[src/rtl/circle_hit_pkg.sv]
// Purpose: shared constants and elaboration-time helpers for the circle hit-test pipeline.
// Contents: pipeline latency, centre-x / product-width helpers, squared-radius thresholds.
package circle_hit_pkg;

    localparam int unsigned LAT        = 3;
    localparam int unsigned DEF_R      = 60;
    localparam int unsigned DEF_RING_W = 0;

    // x centre of circle i
    function automatic int unsigned centre_x(input int unsigned x0, input int unsigned dx,
                                             input int unsigned i);
        return x0 + i * dx;
    endfunction

    // width of an unsigned square of a (cnt_w+1)-bit signed difference
    function automatic int unsigned prod_w(input int unsigned cnt_w);
        return 2 * (cnt_w + 1);
    endfunction

    // ring mode only when the ring is thinner than the disc
    function automatic bit ring_mode(input int unsigned r, input int unsigned ring_w);
        return (ring_w != 0) && (ring_w < r);
    endfunction

    function automatic longint unsigned r2_out(input int unsigned r);
        return longint'(r) * longint'(r);
    endfunction

    // inner threshold; unused (0) when the ring degenerates to a filled disc
    function automatic longint unsigned r2_in(input int unsigned r, input int unsigned ring_w);
        if (!ring_mode(r, ring_w)) begin
            return 64'd0;
        end
        return longint'(r - ring_w) * longint'(r - ring_w);
    endfunction

    localparam longint unsigned R2_OUT = r2_out(DEF_R);
    localparam longint unsigned R2_IN  = r2_in(DEF_R, DEF_RING_W);

endpackage

[src/rtl/circle_hit_pipe_if.sv]
// Purpose: pixel-stream bundle between the VGA timing generator, the hit tester and the colour mux.
// master: drives pixel/frame/mask inputs, reads the delayed pixel and hit vector.
// slave : the hit tester.
interface circle_hit_pipe_if #(
    parameter int unsigned N_CIRC = 5,
    parameter int unsigned CNT_W  = 11
);
    logic              pix_valid_i;
    logic [CNT_W-1:0]  hcnt_i;
    logic [CNT_W-1:0]  vcnt_i;
    logic              frame_start_i;
    logic [N_CIRC-1:0] on_mask_i;
    logic [N_CIRC-1:0] blink_en_i;
    logic              pix_valid_o;
    logic [CNT_W-1:0]  hcnt_o;
    logic [CNT_W-1:0]  vcnt_o;
    logic [N_CIRC-1:0] hit_o;

    modport master (
        output pix_valid_i, hcnt_i, vcnt_i, frame_start_i, on_mask_i, blink_en_i,
        input  pix_valid_o, hcnt_o, vcnt_o, hit_o
    );

    modport slave (
        input  pix_valid_i, hcnt_i, vcnt_i, frame_start_i, on_mask_i, blink_en_i,
        output pix_valid_o, hcnt_o, vcnt_o, hit_o
    );
endinterface

[src/rtl/circle_hit_lane.sv]
// Purpose: per-circle dx path and radius compare (stages 1-3 for one circle).
// Ports: clk, rst_n; i_hcnt (raw pixel x); i_dy2_s2 (shared stage-2 dy^2);
//        o_in_c (combinational stage-3 inside flag, registered by the top).
module circle_hit_lane
    import circle_hit_pkg::*;
#(
    parameter int unsigned CNT_W  = 11,
    parameter int unsigned XC     = 120,
    parameter int unsigned R      = 60,
    parameter int unsigned RING_W = 0
) (
    input  logic                        clk,
    input  logic                        rst_n,
    input  logic [CNT_W-1:0]            i_hcnt,
    input  logic [prod_w(CNT_W)-1:0]    i_dy2_s2,
    output logic                        o_in_c
);
    localparam int unsigned SW = CNT_W + 1;
    localparam int unsigned PW = prod_w(CNT_W);
    localparam int unsigned DW = PW + 1;

    localparam logic [DW-1:0]        R2O  = DW'(r2_out(R));
    localparam logic [DW-1:0]        R2I  = DW'(r2_in(R, RING_W));
    localparam bit                   RING = ring_mode(R, RING_W);
    localparam logic signed [SW-1:0] XC_S = SW'(XC);

    logic signed [SW-1:0] w_h_s;
    logic signed [SW-1:0] r_dx;
    logic [SW-1:0]        w_mag;
    logic [PW-1:0]        r_dx2;
    logic [DW-1:0]        w_d2;

    assign w_h_s = $signed({1'b0, i_hcnt});
    // |dx| fits unsigned SW bits, so the square never exceeds PW bits
    assign w_mag = r_dx[SW-1] ? SW'(-r_dx) : SW'(r_dx);

    // stage 1: signed dx, stage 2: dx^2
    always_ff @(posedge clk or negedge rst_n) begin
        if (!rst_n) begin
            r_dx  <= '0;
            r_dx2 <= '0;
        end else begin
            r_dx  <= w_h_s - XC_S;
            r_dx2 <= PW'(w_mag) * PW'(w_mag);
        end
    end

    // stage 3: full-width distance compare
    always_comb begin
        w_d2   = DW'(r_dx2) + DW'(i_dy2_s2);
        o_in_c = RING ? ((w_d2 <= R2O) && (w_d2 > R2I)) : (w_d2 <= R2O);
    end

endmodule

[src/rtl/circle_hit_pipe.sv]
// Purpose: 3-cycle pipelined hit test of each pixel against N_CIRC evenly spaced circles,
//          with per-pixel masks and frame-synchronous blinking.
// Ports: clk, rst_n (async active-low); io_bus (slave): pixel, frame pulse and masks in,
//        delayed pixel and per-circle hit vector out.
module circle_hit_pipe
    import circle_hit_pkg::*;
#(
    parameter int unsigned N_CIRC       = 5,
    parameter int unsigned CNT_W        = 11,
    parameter int unsigned X0           = 120,
    parameter int unsigned DX           = 140,
    parameter int unsigned Y0           = 80,
    parameter int unsigned R            = 60,
    parameter int unsigned RING_W       = 0,
    parameter int unsigned BLINK_FRAMES = 30
) (
    input  logic             clk,
    input  logic             rst_n,
    circle_hit_pipe_if.slave io_bus
);
    localparam int unsigned SW = CNT_W + 1;
    localparam int unsigned PW = prod_w(CNT_W);
    localparam int unsigned BW = (BLINK_FRAMES > 1) ? $clog2(BLINK_FRAMES) : 1;
    localparam logic signed [SW-1:0] Y0_S    = SW'(Y0);
    localparam logic [BW-1:0]        CNT_TOP = BW'(BLINK_FRAMES - 1);

    // stage 1
    logic                 r_valid_s1;
    logic [CNT_W-1:0]     r_h_s1;
    logic [CNT_W-1:0]     r_v_s1;
    logic [N_CIRC-1:0]    r_mask_s1;
    logic [N_CIRC-1:0]    r_blink_s1;
    logic signed [SW-1:0] r_dy_s1;
    // stage 2
    logic                 r_valid_s2;
    logic [CNT_W-1:0]     r_h_s2;
    logic [CNT_W-1:0]     r_v_s2;
    logic [N_CIRC-1:0]    r_mask_s2;
    logic [N_CIRC-1:0]    r_blink_s2;
    logic [PW-1:0]        r_dy2_s2;
    // stage 3 / outputs
    logic                 r_valid_o;
    logic [CNT_W-1:0]     r_h_o;
    logic [CNT_W-1:0]     r_v_o;
    logic [N_CIRC-1:0]    r_hit;
    // blink state
    logic [BW-1:0]        r_blink_cnt;
    logic                 r_blink_phase;

    logic signed [SW-1:0] w_v_s;
    logic [SW-1:0]        w_dy_mag;
    logic [N_CIRC-1:0]    w_in;
    logic [N_CIRC-1:0]    w_hit_c;

    assign w_v_s    = $signed({1'b0, io_bus.vcnt_i});
    assign w_dy_mag = r_dy_s1[SW-1] ? SW'(-r_dy_s1) : SW'(r_dy_s1);

    // per-circle dx path and compare
    for (genvar gi = 0; gi < N_CIRC; gi++) begin : g_lane
        circle_hit_lane #(
            .CNT_W  (CNT_W),
            .XC     (centre_x(X0, DX, gi)),
            .R      (R),
            .RING_W (RING_W)
        ) u_lane (
            .clk      (clk),
            .rst_n    (rst_n),
            .i_hcnt   (io_bus.hcnt_i),
            .i_dy2_s2 (r_dy2_s2),
            .o_in_c   (w_in[gi])
        );
    end

    // blinked circles are hidden while the phase is low; the phase used is the pre-toggle value
    assign w_hit_c = w_in & r_mask_s2 & (~r_blink_s2 | {N_CIRC{r_blink_phase}})
                   & {N_CIRC{r_valid_s2}};

    // pixel, mask and shared dy pipeline
    always_ff @(posedge clk or negedge rst_n) begin
        if (!rst_n) begin
            r_valid_s1 <= 1'b0;
            r_h_s1     <= '0;
            r_v_s1     <= '0;
            r_mask_s1  <= '0;
            r_blink_s1 <= '0;
            r_dy_s1    <= '0;
            r_valid_s2 <= 1'b0;
            r_h_s2     <= '0;
            r_v_s2     <= '0;
            r_mask_s2  <= '0;
            r_blink_s2 <= '0;
            r_dy2_s2   <= '0;
            r_valid_o  <= 1'b0;
            r_h_o      <= '0;
            r_v_o      <= '0;
            r_hit      <= '0;
        end else begin
            r_valid_s1 <= io_bus.pix_valid_i;
            r_h_s1     <= io_bus.hcnt_i;
            r_v_s1     <= io_bus.vcnt_i;
            r_mask_s1  <= io_bus.on_mask_i;
            r_blink_s1 <= io_bus.blink_en_i;
            r_dy_s1    <= w_v_s - Y0_S;
            r_valid_s2 <= r_valid_s1;
            r_h_s2     <= r_h_s1;
            r_v_s2     <= r_v_s1;
            r_mask_s2  <= r_mask_s1;
            r_blink_s2 <= r_blink_s1;
            r_dy2_s2   <= PW'(w_dy_mag) * PW'(w_dy_mag);
            r_valid_o  <= r_valid_s2;
            r_h_o      <= r_h_s2;
            r_v_o      <= r_v_s2;
            r_hit      <= w_hit_c;
        end
    end

    // frame counter; phase toggles every BLINK_FRAMES frame starts, starting visible
    always_ff @(posedge clk or negedge rst_n) begin
        if (!rst_n) begin
            r_blink_cnt   <= '0;
            r_blink_phase <= 1'b1;
        end else if (io_bus.frame_start_i) begin
            if (r_blink_cnt == CNT_TOP) begin
                r_blink_cnt   <= '0;
                r_blink_phase <= ~r_blink_phase;
            end else begin
                r_blink_cnt   <= r_blink_cnt + BW'(1);
            end
        end
    end

    assign io_bus.pix_valid_o = r_valid_o;
    assign io_bus.hcnt_o      = r_h_o;
    assign io_bus.vcnt_o      = r_v_o;
    assign io_bus.hit_o       = r_hit;

endmodule

[src/flat_wrapper.sv]
// flat-port wrapper written by rule: the top's interface ports become plain ports
module circle_hit_pipe_flat import circle_hit_pkg::*;
#(
    parameter int unsigned N_CIRC       = 5,
    parameter int unsigned CNT_W        = 11,
    parameter int unsigned X0           = 120,
    parameter int unsigned DX           = 140,
    parameter int unsigned Y0           = 80,
    parameter int unsigned R            = 60,
    parameter int unsigned RING_W       = 0,
    parameter int unsigned BLINK_FRAMES = 30
)
  (clk, rst_n, io_bus_pix_valid_i, io_bus_hcnt_i, io_bus_vcnt_i, io_bus_frame_start_i, io_bus_on_mask_i, io_bus_blink_en_i, io_bus_pix_valid_o, io_bus_hcnt_o, io_bus_vcnt_o, io_bus_hit_o);
  circle_hit_pipe_if #(.N_CIRC(N_CIRC), .CNT_W(CNT_W)) io_bus_i ();
  input  logic clk;
  input  logic rst_n;
  input wire logic [$bits(io_bus_i.pix_valid_i)-1:0] io_bus_pix_valid_i;
  input wire logic [$bits(io_bus_i.hcnt_i)-1:0] io_bus_hcnt_i;
  input wire logic [$bits(io_bus_i.vcnt_i)-1:0] io_bus_vcnt_i;
  input wire logic [$bits(io_bus_i.frame_start_i)-1:0] io_bus_frame_start_i;
  input wire logic [$bits(io_bus_i.on_mask_i)-1:0] io_bus_on_mask_i;
  input wire logic [$bits(io_bus_i.blink_en_i)-1:0] io_bus_blink_en_i;
  output wire logic [$bits(io_bus_i.pix_valid_o)-1:0] io_bus_pix_valid_o;
  output wire logic [$bits(io_bus_i.hcnt_o)-1:0] io_bus_hcnt_o;
  output wire logic [$bits(io_bus_i.vcnt_o)-1:0] io_bus_vcnt_o;
  output wire logic [$bits(io_bus_i.hit_o)-1:0] io_bus_hit_o;
  assign io_bus_i.pix_valid_i = io_bus_pix_valid_i;
  assign io_bus_i.hcnt_i = io_bus_hcnt_i;
  assign io_bus_i.vcnt_i = io_bus_vcnt_i;
  assign io_bus_i.frame_start_i = io_bus_frame_start_i;
  assign io_bus_i.on_mask_i = io_bus_on_mask_i;
  assign io_bus_i.blink_en_i = io_bus_blink_en_i;
  assign io_bus_pix_valid_o = io_bus_i.pix_valid_o;
  assign io_bus_hcnt_o = io_bus_i.hcnt_o;
  assign io_bus_vcnt_o = io_bus_i.vcnt_o;
  assign io_bus_hit_o = io_bus_i.hit_o;
  circle_hit_pipe #(.N_CIRC(N_CIRC), .CNT_W(CNT_W), .X0(X0), .DX(DX), .Y0(Y0), .R(R), .RING_W(RING_W), .BLINK_FRAMES(BLINK_FRAMES)) u_core (.clk(clk), .rst_n(rst_n), .io_bus(io_bus_i));
endmodule
[config.mk]
export PLATFORM = sky130hd
export DESIGN_NAME = circle_hit_pipe_flat
export DESIGN_NICKNAME = d
export VERILOG_FILES = /design/src/rtl/circle_hit_pkg.sv /design/src/rtl/circle_hit_pipe_if.sv /design/src/rtl/circle_hit_lane.sv /design/src/rtl/circle_hit_pipe.sv /design/src/flat_wrapper.sv
export SDC_FILE = /design/constraint.sdc
export NUM_CORES = 2
export LEC_CHECK = 0
export CAP_MARGIN = 20
export CORE_ASPECT_RATIO = 2
export CORE_UTILIZATION = 55
export CTS_CLUSTER_DIAMETER = 50
export CTS_CLUSTER_SIZE = 12
export DETAILED_ROUTE_END_ITERATION = 10
export PLACE_DENSITY = 0.72
export SYNTH_ARGS = -nofsm -noshare
export SYNTH_HDL_FRONTEND = slang
export SYNTH_HIERARCHICAL = 1
export SYNTH_SLANG_ARGS = --single-unit
[constraint.sdc]
create_clock -name clk -period 15.9 [get_ports clk]
set_input_delay 3.18 -clock clk [delete_from_list [all_inputs] [get_ports clk]]
set_output_delay 3.18 -clock clk [all_outputs]
set_load 0.05 [all_outputs]
==> summary.txt <==
Routing
  • Met1 WL: 34.3 mm
  • Uppermost routed layer: met5
  • WL/cell: 18.2 microns
  • Vias per inst: 5.57
  • Met3 routed WL: 3.51 mm
  • Via count: 29,700
  • Total Routed Length: 97.2 mm
  • Metal2 WL: slightly above 50 mm
  • DR pass1 iterations: 5
  • DRC Markers: 0
  • Initial DRC Count: 1,346
  • Post-route ant nets: 0

Worst setup path
  • Setup CP Type: register to register
  • Crit path required time: 16,370 ps
  • CP Launch Type: register
  • Worst reg2reg endpoint: u_core/g_lane[0].u_lane/r_dx2[23]
  • Worst Path Max Fanout: 11
  • FF-to-FF setup slack: 8450 ps
  • Critical Path AT: 7910 ps
  • Worst Setup SP: u_core/g_lane[0].u_lane/r_dx[0]
  • Critical Path End: u_core/g_lane[0].u_lane/r_dx2[23]
  • Endpoint type of the worst setup path: register
  • Worst r2r src: u_core/g_lane[0].u_lane/r_dx[0]
  • R2R cell count: 26

Clocking
  • CTS tree: done
  • Root Driver: clkbuf_16
  • Clk Latency, worst-skew pair: 570 ps
  • Post-CTS sizing: 0
  • Num CTS Buffers: 37
  • CTS Buffer Depth: 3
  • Clock transition at path regs: 60 ps
  • # hold bufs at CTS: 0
  • Clk sink count: 305
  • Post-CTS Setup Inserts: 0
  • H-tree depth: 2

Global routing
  • Overall Global Routing Usage: 0.279
  • First-pass GRT wire length: 159 mm
  • Largest net degree at the start of global routing: 86
  • Initial antenna violation count: 5
  • Vias in the first global route: around 32,000
  • Congestion Overflow GR: 0

Floorplanning
  • # rows: about 140
  • Ports: 64
  • Die X: 192 microns
  • Starting Density: 0.557
  • Core Box Area: 71,000 sq um
  • DIE AREA: roughly 73,000 sq um
  • Die H: 381 microns

Timing
  • Final Skew: approximately 21 ps
  • Final setup fails: 0
  • Slew headroom: 0.275
  • Period Utilization, post-route: 0.469
  • Period minus WS final: between 7000 and 8000 ps
  • Fmax: approximately 0.13 GHz
  • Setup TNS: 0 ps
  • Final Hold Viols: 0
  • Worst slew pin tran: 1070 ps
  • Setup ws final: ~8500 ps
  • Unrepaired setup endpoints after global routing: false
  • Fin. max-slew vios: 0

Final layout
  • Layout cells sized above 1: 0.0429
  • Final nets: 5,400
  • Ant. Diodes: 0
  • Syn-to-layout area delta: 7.67%

Flow run
  • Max-Cap Viols: 0

Synthesis
  • Synth area leaders: fa_1, dfrtp_1, ha_1
  • Synth Flop Type: dfrtp_1
  • Number of synthesized register bits: 305
  • Area leader, netlist: fa_1
  • Synth async-reset ratio: 1.00
  • Post-Syn Instances: 4,293
  • Synth top area share: 0.245
  • Avg Inst Size Synth: just over 9 sq um
  • Register area share after synthesis: 0.193
  • Yosys warnings: 6
  • Cell Area, Synth: about 40,000 sq um
  • EDFF count, synth: 0
  • Synth cell types: about 130

Place
  • HPWL after DPL: 80.0 mm
  • Port bufs: 63
  • Post-Place Setup Slack: 8520 ps
  • Gpl congestion: between 0.9 and 1

Hold path
  • Hold Path Class: register to register

Status
  • Status: completed
-- Yosys cell counts, drive strengths merged (24+ instances only) --
| cell | number |
|---|---|
| o21ai | 126 |
| dfrtp | 304 |
| a211oi | 41 |
| xnor2 | 172 |
| clkbuf | 32 |
| or3 | 24 |
| o21a | 40 |
| nor4 | 24 |
| xor2 | 101 |
| nand2 | 326 |
| a31oi | 26 |
| nand3 | 55 |
| inv | 898 |
| o211ai | 29 |
| nand2b | 45 |
| fa | 484 |
| ha | 463 |
| nor3 | 63 |
| a21o | 61 |
| a21oi | 184 |
| and2 | 34 |
| nor2 | 383 |
-- through the flow --
step	cell area, sq um	hold WS, ps	utilization	std cells
floorplan	39700	331	-	4341
global placement	41400	332	0.584	5288
detailed placement	41400	335	0.584	5288
CTS	42500	336	0.600	5342
global route	42500	350	0.600	5342
finish	42500	335	0.600	5342
-- worst min path at each step --
| stage | endpoint | start | slack [ps] | cells past startpoint |
|---|---|---|---|---|
| 3_5_place_dp | u_core/r_h_s2[9] | u_core/r_h_s1[9] | 330 | 0 |
| 3_3_place_gp | u_core/r_h_s2[8] | u_core/r_h_s1[8] | 330 | 0 |
| 5_1_grt | u_core/r_h_s2[8] | u_core/r_h_s1[8] | 350 | 0 |
| 6_report | u_core/io_bus.hcnt_o[9] | u_core/r_h_s2[9] | 340 | 0 |
| 4_1_cts | u_core/io_bus.hcnt_o[9] | u_core/r_h_s2[9] | 340 | 0 |
| 2_1_floorplan | u_core/io_bus.hcnt_o[0] | u_core/r_h_s2[0] | 330 | 0 |
-- cells by family after synthesis --
| logic type | synth area share |
|---|---|
| DFF | 0.193 |
| adders and majority gates | 0.392 |
| AOI/OAI and AO/OA | 0.126 |
| muxes | 0.00475 |
| xor gates and xnor gates | 0.0627 |
| and+or+nand+nor | 0.128 |
| other | 0.00114 |
| buffers and inverters | 0.0917 |
-- final cells by class --
cell class                      count  area, sq um
Clock buffer                       41          983
Clock inverter                     13          131
Fill cell                        6087        28400
Inverter                          907         3400
Multi-Input combinational cell   3079        28400
Sequential cell                   305         7630
Tap cell                          910         1140
Timing Repair Buffer               87          816
-- sequential cells by signal, summed over array words and instances, names as in the netlist --
| signal | count |
|---|---|
| u_core/r_valid_s1 | 1 |
| u_core/g_lane.u_lane/r_dx | 60 |
| u_core/r_blink_phase | 1 |
| u_core/r_mask_s1 | 5 |
| u_core/g_lane.u_lane/r_dx2 | 115 |
| u_core/r_blink_cnt | 5 |
| u_core/r_dy2_s2 | 23 |
| u_core/r_blink_s1 | 5 |
| u_core/r_h_s1 | 11 |
| u_core/io_bus.pix_valid_o | 1 |
| u_core/r_blink_s2 | 5 |
| u_core/r_valid_s2 | 1 |
| u_core/r_dy_s1 | 12 |
| u_core/io_bus.vcnt_o | 11 |
| u_core/io_bus.hcnt_o | 11 |
| u_core/r_v_s2 | 10 |
| u_core/r_h_s2 | 11 |
| u_core/io_bus.hit_o | 5 |
| u_core/r_mask_s2 | 5 |
| u_core/r_v_s1 | 7 |
-- cells in the final DEF (no fill, tap or decap), types with 17 or more instances in the layout --
| cell type | count |
|---|---|
| dfrtp_1 | 304 |
| a21oi_1 | 175 |
| o21bai_1 | 17 |
| a211oi_1 | 34 |
| nor4_1 | 18 |
| and3_1 | 19 |
| buf_4 | 24 |
| fa_1 | 484 |
| o211ai_1 | 27 |
| and2_1 | 32 |
| o21a_1 | 40 |
| xnor2_1 | 169 |
| or3_1 | 23 |
| nand2b_1 | 45 |
| nor2_1 | 381 |
| ha_1 | 463 |
| nor3_1 | 57 |
| inv_1 | 890 |
| a21o_1 | 59 |
| clkbuf_16 | 39 |
| a31oi_1 | 23 |
| xor2_1 | 97 |
| nand3_1 | 55 |
| clkdlybuf4s50_1 | 62 |
| nand2_1 | 322 |
| o21ai_0 | 114 |
| nand4_1 | 18 |
| nor2b_1 | 18 |
| o31ai_1 | 17 |
| conb_1 | 60 |
-- critical path, stage by stage, from the launching register on --
cell	delay [ps]
dfrtp_1	450
clkinv_1	280
ha_1	320
nand2b_1	160
xnor2_1	680
inv_1	340
nor2_1	220
inv_1	80
fa_1	500
inv_1	50
fa_1	530
inv_1	60
fa_1	530
inv_1	50
fa_1	530
inv_1	60
fa_1	530
inv_1	40
ha_1	340
a21o_1	170
a21oi_1	230
o21ai_0	200
a21oi_1	200
a21boi_0	150
a21o_1	190
o41ai_1	290
xnor2_1	170
-- layer usage --
metal  vias to the layer above  GRT usage
met1                     14600      0.290
li1                      14100          -
met3                       307     0.0304
met4                         6      0.188
met5                         -          0
met2                       699      0.517
Power is left out: the tool's default activity adds up to more than one toggle a clock period on the data nets, which glitch-free logic cannot reach.
